**config.mk**
```make
export PLATFORM = sky130hd
export DESIGN_NAME = gmii_rx_filter_adp_flat
export DESIGN_NICKNAME = d
export VERILOG_FILES = /design/src/rtl/gmii_rx_filter_adp_if.sv /design/src/rtl/gmii_rx_filter_adp.sv /design/src/flat_wrapper.sv
export SDC_FILE = /design/constraint.sdc
export NUM_CORES = 1
export LEC_CHECK = 0
export BUFFER_PORTS_ARGS = -buffer_cell sky130_fd_sc_hd__buf_2
export CAP_MARGIN = 20
export CORE_MARGIN = 10
export CORE_UTILIZATION = 50
export CTS_BUF_LIST = sky130_fd_sc_hd__clkbuf_16
export CTS_CLUSTER_DIAMETER = 80
export DETAILED_ROUTE_END_ITERATION = 10
export GPL_TIMING_DRIVEN = 0
export PLACE_DENSITY = 0.7
export SYNTH_ARGS = -nofsm -noshare
export SYNTH_HDL_FRONTEND = slang
export SYNTH_SLANG_ARGS = --single-unit
```
**constraint.sdc**
```tcl
create_clock -name i_gmii_rxclk -period 4.83 [get_ports i_gmii_rxclk]
set_input_delay 1.449 -clock i_gmii_rxclk [delete_from_list [all_inputs] [get_ports i_gmii_rxclk]]
set_output_delay 1.449 -clock i_gmii_rxclk [all_outputs]
set_load 0.02 [all_outputs]
```
**src/rtl/gmii_rx_filter_adp_if.sv**
```systemverilog
// GMII receive bundle for gmii_rx_filter_adp: PHY-side inputs plus switch-core outputs and statistics.
// master drives the PHY side (source/bench); slave is the filter itself.
interface gmii_rx_filter_adp_if;
  logic        i_port_type;
  logic        i_gmii_dv;
  logic        i_gmii_er;
  logic [7:0]  iv_gmii_rxd;
  logic        o_gmii_dv_adp2tsnchip;
  logic        o_gmii_er_adp2tsnchip;
  logic [7:0]  ov_gmii_rxd_adp2tsnchip;
  logic [15:0] ov_frame_cnt;
  logic [15:0] ov_drop_cnt;
  logic [15:0] ov_trunc_cnt;

  modport master (
    output i_port_type, i_gmii_dv, i_gmii_er, iv_gmii_rxd,
    input  o_gmii_dv_adp2tsnchip, o_gmii_er_adp2tsnchip, ov_gmii_rxd_adp2tsnchip,
    input  ov_frame_cnt, ov_drop_cnt, ov_trunc_cnt
  );

  modport slave (
    input  i_port_type, i_gmii_dv, i_gmii_er, iv_gmii_rxd,
    output o_gmii_dv_adp2tsnchip, o_gmii_er_adp2tsnchip, ov_gmii_rxd_adp2tsnchip,
    output ov_frame_cnt, ov_drop_cnt, ov_trunc_cnt
  );
endinterface

```
**src/rtl/gmii_rx_filter_adp.sv**
```systemverilog
// GMII receive filter: delays the PHY stream by LATENCY cycles, dropping bad-preamble frames and truncating long ones.
// Statistics counters exist only when GMII_ADP_STAT_EN is defined; otherwise the count outputs are tied to zero.
module gmii_rx_filter_adp #(
  parameter int LATENCY = 10,
  parameter int MAX_LEN = 1522,
  parameter int PRE_MIN = 7
) (
  input logic                 i_gmii_rxclk,
  input logic                 i_gmii_rst_n,
  gmii_rx_filter_adp_if.slave gmii
);

  typedef enum logic [1:0] {IDLE, PRE, DATA, DROP} state_t;

  typedef struct packed {
    logic       sof;
    logic       dv;
    logic       er;
    logic [7:0] rxd;
  } slot_t;

  localparam int          SLOTS     = LATENCY - 1;
  localparam logic [13:0] MAX_LEN_W = 14'(MAX_LEN);
  localparam logic [2:0]  PRE_MIN_W = 3'(PRE_MIN);

  state_t      state;
  logic        filter_q;
  logic [2:0]  pre_cnt;
  logic [13:0] len;
  logic [13:0] len_next;
  logic        sof;
  logic        trunc_now;
  logic        push;
  logic        push_keep;

  logic [15:0] dec_mem;
  logic [4:0]  wr_ptr;
  logic [4:0]  rd_ptr;
  logic        fifo_empty;
  logic        drop_active;
  logic        drop_now;

  slot_t       slots [SLOTS];
  slot_t       slot_in;
  slot_t       slot_out;

  logic        dv_q;
  logic        er_q;
  logic [7:0]  rxd_q;

  // IDLE is only ever left on dv=1 and re-entered on dv=0, so IDLE with dv=1 is exactly a start of frame.
  always_comb begin
    sof         = (state == IDLE) && gmii.i_gmii_dv;
    len_next    = len + 14'd1;
    trunc_now   = (state == DATA) && gmii.i_gmii_dv && filter_q && (len_next == MAX_LEN_W);
    slot_in.sof = sof;
    slot_in.dv  = gmii.i_gmii_dv && (state != DROP);
    slot_in.er  = gmii.i_gmii_er || trunc_now;
    slot_in.rxd = gmii.iv_gmii_rxd;
  end

  always_comb begin
    push      = 1'b0;
    push_keep = 1'b0;
    case (state)
      IDLE: begin
        if (gmii.i_gmii_dv) begin
          if (!gmii.i_port_type) begin
            push      = 1'b1;
            push_keep = 1'b1;
          end else if (gmii.iv_gmii_rxd != 8'h55) begin
            push = 1'b1;
          end
        end
      end
      PRE: begin
        if (!gmii.i_gmii_dv) begin
          push = 1'b1;
        end else if (gmii.iv_gmii_rxd == 8'h55) begin
          push = (pre_cnt == 3'd7);
        end else begin
          push      = 1'b1;
          push_keep = (gmii.iv_gmii_rxd == 8'hD5) && (pre_cnt >= PRE_MIN_W);
        end
      end
      default: ;
    endcase
  end

  always_ff @(posedge i_gmii_rxclk or negedge i_gmii_rst_n) begin
    if (!i_gmii_rst_n) begin
      state    <= DROP;
      filter_q <= 1'b0;
      pre_cnt  <= 3'd0;
      len      <= 14'd0;
    end else begin
      case (state)
        IDLE: begin
          if (gmii.i_gmii_dv) begin
            filter_q <= gmii.i_port_type;
            len      <= 14'd0;
            if (!gmii.i_port_type) begin
              state <= DATA;
            end else if (gmii.iv_gmii_rxd == 8'h55) begin
              state   <= PRE;
              pre_cnt <= 3'd1;
            end else begin
              state <= DROP;
            end
          end
        end
        PRE: begin
          if (!gmii.i_gmii_dv) begin
            state <= IDLE;
          end else if (gmii.iv_gmii_rxd == 8'h55) begin
            if (pre_cnt == 3'd7) state <= DROP;
            else                 pre_cnt <= pre_cnt + 3'd1;
          end else if (push_keep) begin
            state <= DATA;
            len   <= 14'd0;
          end else begin
            state <= DROP;
          end
        end
        DATA: begin
          if (!gmii.i_gmii_dv) begin
            state <= IDLE;
          end else if (trunc_now) begin
            state <= DROP;
            len   <= len_next;
          end else if (len != MAX_LEN_W) begin
            len <= len_next;
          end
        end
        default: begin
          if (!gmii.i_gmii_dv) state <= IDLE;
        end
      endcase
    end
  end

  always_ff @(posedge i_gmii_rxclk or negedge i_gmii_rst_n) begin
    if (!i_gmii_rst_n) begin
      dec_mem <= '0;
      wr_ptr  <= 5'd0;
    end else if (push) begin
      dec_mem[wr_ptr[3:0]] <= push_keep;
      wr_ptr               <= wr_ptr + 5'd1;
    end
  end

  // A drop decision popped at an SOF slot keeps blanking every slot until the next SOF pops a new one.
  always_comb begin
    slot_out   = slots[SLOTS-1];
    fifo_empty = (wr_ptr == rd_ptr);
    drop_now   = slot_out.sof ? (fifo_empty || !dec_mem[rd_ptr[3:0]]) : drop_active;
  end

  always_ff @(posedge i_gmii_rxclk or negedge i_gmii_rst_n) begin
    if (!i_gmii_rst_n) begin
      for (int i = 0; i < SLOTS; i++) slots[i] <= '0;
      rd_ptr      <= 5'd0;
      drop_active <= 1'b1;
      dv_q        <= 1'b0;
      er_q        <= 1'b0;
      rxd_q       <= 8'd0;
    end else begin
      slots[0] <= slot_in;
      for (int i = 1; i < SLOTS; i++) slots[i] <= slots[i-1];
      if (slot_out.sof && !fifo_empty) rd_ptr <= rd_ptr + 5'd1;
      drop_active <= drop_now;
      dv_q        <= slot_out.dv && !drop_now;
      er_q        <= slot_out.er && !drop_now;
      rxd_q       <= drop_now ? 8'd0 : slot_out.rxd;
    end
  end

  assign gmii.o_gmii_dv_adp2tsnchip   = dv_q;
  assign gmii.o_gmii_er_adp2tsnchip   = er_q;
  assign gmii.ov_gmii_rxd_adp2tsnchip = rxd_q;

`ifdef GMII_ADP_STAT_EN
  logic [15:0] frame_cnt;
  logic [15:0] drop_cnt;
  logic [15:0] trunc_cnt;

  always_ff @(posedge i_gmii_rxclk or negedge i_gmii_rst_n) begin
    if (!i_gmii_rst_n) begin
      frame_cnt <= 16'd0;
      drop_cnt  <= 16'd0;
      trunc_cnt <= 16'd0;
    end else begin
      if (push && push_keep)  frame_cnt <= frame_cnt + 16'd1;
      if (push && !push_keep) drop_cnt  <= drop_cnt + 16'd1;
      if (trunc_now)          trunc_cnt <= trunc_cnt + 16'd1;
    end
  end

  assign gmii.ov_frame_cnt = frame_cnt;
  assign gmii.ov_drop_cnt  = drop_cnt;
  assign gmii.ov_trunc_cnt = trunc_cnt;
`else
  assign gmii.ov_frame_cnt = 16'd0;
  assign gmii.ov_drop_cnt  = 16'd0;
  assign gmii.ov_trunc_cnt = 16'd0;
`endif

endmodule

```
**src/flat_wrapper.sv**
```systemverilog
// flat-port wrapper written by rule: the top's interface ports become plain ports
module gmii_rx_filter_adp_flat 
#(
  parameter int LATENCY = 10,
  parameter int MAX_LEN = 1522,
  parameter int PRE_MIN = 7
)
  (i_gmii_rxclk, i_gmii_rst_n, gmii_i_port_type, gmii_i_gmii_dv, gmii_i_gmii_er, gmii_iv_gmii_rxd, gmii_o_gmii_dv_adp2tsnchip, gmii_o_gmii_er_adp2tsnchip, gmii_ov_gmii_rxd_adp2tsnchip, gmii_ov_frame_cnt, gmii_ov_drop_cnt, gmii_ov_trunc_cnt);
  gmii_rx_filter_adp_if gmii_i ();
  input logic i_gmii_rxclk;
  input logic i_gmii_rst_n;
  input wire logic [$bits(gmii_i.i_port_type)-1:0] gmii_i_port_type;
  input wire logic [$bits(gmii_i.i_gmii_dv)-1:0] gmii_i_gmii_dv;
  input wire logic [$bits(gmii_i.i_gmii_er)-1:0] gmii_i_gmii_er;
  input wire logic [$bits(gmii_i.iv_gmii_rxd)-1:0] gmii_iv_gmii_rxd;
  output wire logic [$bits(gmii_i.o_gmii_dv_adp2tsnchip)-1:0] gmii_o_gmii_dv_adp2tsnchip;
  output wire logic [$bits(gmii_i.o_gmii_er_adp2tsnchip)-1:0] gmii_o_gmii_er_adp2tsnchip;
  output wire logic [$bits(gmii_i.ov_gmii_rxd_adp2tsnchip)-1:0] gmii_ov_gmii_rxd_adp2tsnchip;
  output wire logic [$bits(gmii_i.ov_frame_cnt)-1:0] gmii_ov_frame_cnt;
  output wire logic [$bits(gmii_i.ov_drop_cnt)-1:0] gmii_ov_drop_cnt;
  output wire logic [$bits(gmii_i.ov_trunc_cnt)-1:0] gmii_ov_trunc_cnt;
  assign gmii_i.i_port_type = gmii_i_port_type;
  assign gmii_i.i_gmii_dv = gmii_i_gmii_dv;
  assign gmii_i.i_gmii_er = gmii_i_gmii_er;
  assign gmii_i.iv_gmii_rxd = gmii_iv_gmii_rxd;
  assign gmii_o_gmii_dv_adp2tsnchip = gmii_i.o_gmii_dv_adp2tsnchip;
  assign gmii_o_gmii_er_adp2tsnchip = gmii_i.o_gmii_er_adp2tsnchip;
  assign gmii_ov_gmii_rxd_adp2tsnchip = gmii_i.ov_gmii_rxd_adp2tsnchip;
  assign gmii_ov_frame_cnt = gmii_i.ov_frame_cnt;
  assign gmii_ov_drop_cnt = gmii_i.ov_drop_cnt;
  assign gmii_ov_trunc_cnt = gmii_i.ov_trunc_cnt;
  gmii_rx_filter_adp #(.LATENCY(LATENCY), .MAX_LEN(MAX_LEN), .PRE_MIN(PRE_MIN)) u_core (.i_gmii_rxclk(i_gmii_rxclk), .i_gmii_rst_n(i_gmii_rst_n), .gmii(gmii_i));
endmodule
```
==> summary.txt <==
Synth
  • Commonest cells post-synth: dfrtp_1, buf_4, nand3_1
  • Syn_area_per_cell: 13.5 um2
  • Cell with the most instances after synthesis: dfrtp_1
  • EDFF count, synth: 0
  • Largest cells by area after synthesis: dfrtp_1, buf_4, mux2_1
  • Synth area leader: dfrtp_1
  • Ys Warns: 0
  • Post-synth top flop: dfrtp_1
  • Asr flop ratio synth: 100%
  • Yosys top cell area share: 63.7%
  • Post-Syn Instances: between 400 and 500
  • Count of cell types in the netlist: slightly below 60
  • Mapped Area: 6010 um2
  • Seq/Total Area, Yosys: 65.0%
  • FF+latch count, synth: 156

Floorplan
  • Die height: 130 um
  • Die W: 130 um
  • Die ar.: approximately 17000 um2
  • Core area: 11600 um2
  • Initial Utilization: roughly half
  • Num ports: 71
  • Row Count: 39

STA
  • Worst Tran Pin Value: 0.798 ns
  • Worst Hold Margin: 0.344 ns
  • RSZ-0062 raised after global routing: false
  • Final Skew: 0.00970 ns
  • Fin. Hold Viols: 0
  • Final number of setup-violating endpoints: 0
  • Rel. slew slack: a little under half
  • Post-route setup slack: roughly 1.7 ns
  • Fin Setup TNS: 0 ns
  • Final max-slew violation count: 0
  • Final period util: 64.9%
  • Fmax: 0.319 GHz
  • Min Tclk post-route: 3.13 ns

CTS
  • CTS max path bufs: 2
  • Skew-Pair Late Insertion Delay: 0.42 ns
  • CTS resizes: 0
  • Post-CTS Setup Inserts: 0
  • Hold_buf cts: 0
  • CTS tree: built
  • Reg clk slew, reported paths: roughly 0.060 ns
  • H-tree levels: 4
  • Sink Count: 156
  • TritonCTS Buffers: 17
  • Root Driver: clkbuf_16

Cells and area
  • Antenna diodes: 0
  • Share of cells above drive strength 1: 25.1%
  • Fin util: 61.0%
  • Syn-to-layout area delta: 17.9%
  • FILL cells: 877
  • Final Net Count: 556
  • Fin cells: between 600 and 700
  • Post-Layout Inst Area: 7080 um2

Critical path
  • CP startpoint kind: input port
  • Arr. time, crit path: 3.47 ns
  • Required time worst endpoint: 5.17 ns
  • CP endpoint kind: register
  • Critical-path maximum fanout: 10
  • WS Path Type: in2reg

Pwr
  • P_leak: between 3 and 4 nW
  • Peak VDD IR: 0.307 mV
  • Pwr per Cell Area: 489 nW/um2
  • Total power: 3.46 mW

Place
  • Placed Cells: between 600 and 700
  • Pre-CTS WS: 1.28 ns
  • Post-DP HPWL: approximately 6.6 mm
  • Input/output buffers: 21
  • Gpl congestion: 0.873
  • Placed cell area: 6500 um2

Routing
  • Pre-Repair DR Iteration Count: 6
  • Post-route ant nets: 0
  • Drt drc: 0
  • Avg WL per Cell: approximately 15 um
  • Post-Route WL: 10.2 mm
  • Vias: 3392
  • Vias per cell: 4.92
  • Iter 0 DRT Violations: 190

Run status
  • Outcome: completed

GRT
  • First-pass GRT wire length: 16.8 mm
  • Largest net degree at the start of global routing: slightly above 80
  • Initial antenna violation count: 0
  • Vias in the first global route: roughly 3500
  • Total global-route track usage: 12.8%
  • Total gr overflow: 0

Flow run
  • Max-Cap Viols: 0

Min path
  • Hold Crit Class: reg2reg
[area by class of cell]
cell class | instances | area, um2 | area share [%]
timing repair buffer | 22 | 139 | 1.96
buffer | 65 | 447 | 6.31
tap | 143 | 179 | 2.53
clock inverter | 15 | 156 | 2.21
clock buffer | 17 | 425 | 6.00
sequential | 156 | 3910 | 55.2
multi-input combinational | 263 | 1800 | 25.4
inverter | 8 | 30.0 | 0.424
[critical path, stage by stage]
cell      delay [ns]
buf_2           0.11
nor4bb_1        0.30
nand4b_1        0.18
nor3b_1         0.32
o21ai_1         0.13
nor2_1          0.41
clkbuf_1        0.35
mux2_1          0.23
[kinds of logic after synthesis]
kind of cell / count (synthesis) / synth area share [%]
simple gates: 113 / 11.0
mux: 26 / 6.00
flops: 156 / 65.0
buf+inv: 73 / 7.93
xor+xnor: 16 / 2.33
other cells: 1 / 0.0624
compound gates: 50 / 5.58
fa+ha+maj: 10 / 2.08
[registers in the layout, summed over array words and instances, names as in the netlist]
signal / count
u_core.dec_mem: 16
u_core.drop_active: 1
u_core.filter_q: 1
u_core.gmii.o_gmii_dv_adp2tsnchip: 1
u_core.gmii.o_gmii_er_adp2tsnchip: 1
u_core.gmii.ov_gmii_rxd_adp2tsnchip: 8
u_core.len: 14
u_core.pre_cnt: 3
u_core.rd_ptr: 5
u_core.slot_out: 11
u_core.slots: 88
u_core.state: 2
u_core.wr_ptr: 5
[metal layers]
layer / wire, um / up-vias / global-route usage (%)
met5: 0 / - / 0
met4: 101 / 0 / 5.22
met3: 511 / 11 / 4.69
met2: 5510 / 74 / 22.0
met1: 4100 / 1696 / 14.1
li1: - / 1611 / -
[power breakdown]
| part | switching [mW] | total [mW] | internal [mW] |
|---|---|---|---|
| clock | 0.502 | 1.30 | 0.802 |
| sequential | 0.0912 | 1.56 | 1.47 |
| combinational | 0.336 | 0.598 | 0.263 |
[path summary, 6_finish.rpt]
check	from	end	slack [ns]	cells after the start
max reg2reg	u_core.pre_cnt[0]	u_core.len[5]	2.35	8
min	u_core.slots[27]	u_core.slots[16]	0.34	0
min reg2reg	u_core.slots[27]	u_core.slots[16]	0.34	0
max	gmii_iv_gmii_rxd[1]	u_core.dec_mem[6]	1.70	8
min in group asynchronous	i_gmii_rst_n	u_core.gmii.ov_gmii_rxd_adp2tsnchip[2]	1.05	1
max in group asynchronous	i_gmii_rst_n	u_core.state[1]	2.93	2
[cells in the final DEF (no fill, tap or decap), drive strengths merged, types with 4 or more instances in the layout]
cell | synthesis | final
inv | 8 | 11
nor2 | 18 | 18
and3 | 5 | 5
clkbuf | 8 | 25
nand4 | 9 | 9
nand2 | 20 | 20
nand3 | 23 | 23
nand2b | 5 | 5
clkinv | 0 | 7
nor2b | 4 | 4
mux4 | 5 | 5
dfrtp | 153 | 153
conb | 1 | 48
a21oi | 8 | 8
ha | 10 | 10
and2 | 12 | 12
xnor2 | 11 | 11
o31ai | 4 | 4
xor2 | 5 | 5
mux2 | 21 | 21
a31oi | 4 | 4
buf | 57 | 79
o21ai | 20 | 20
Power figures use the tool's default switching activity.
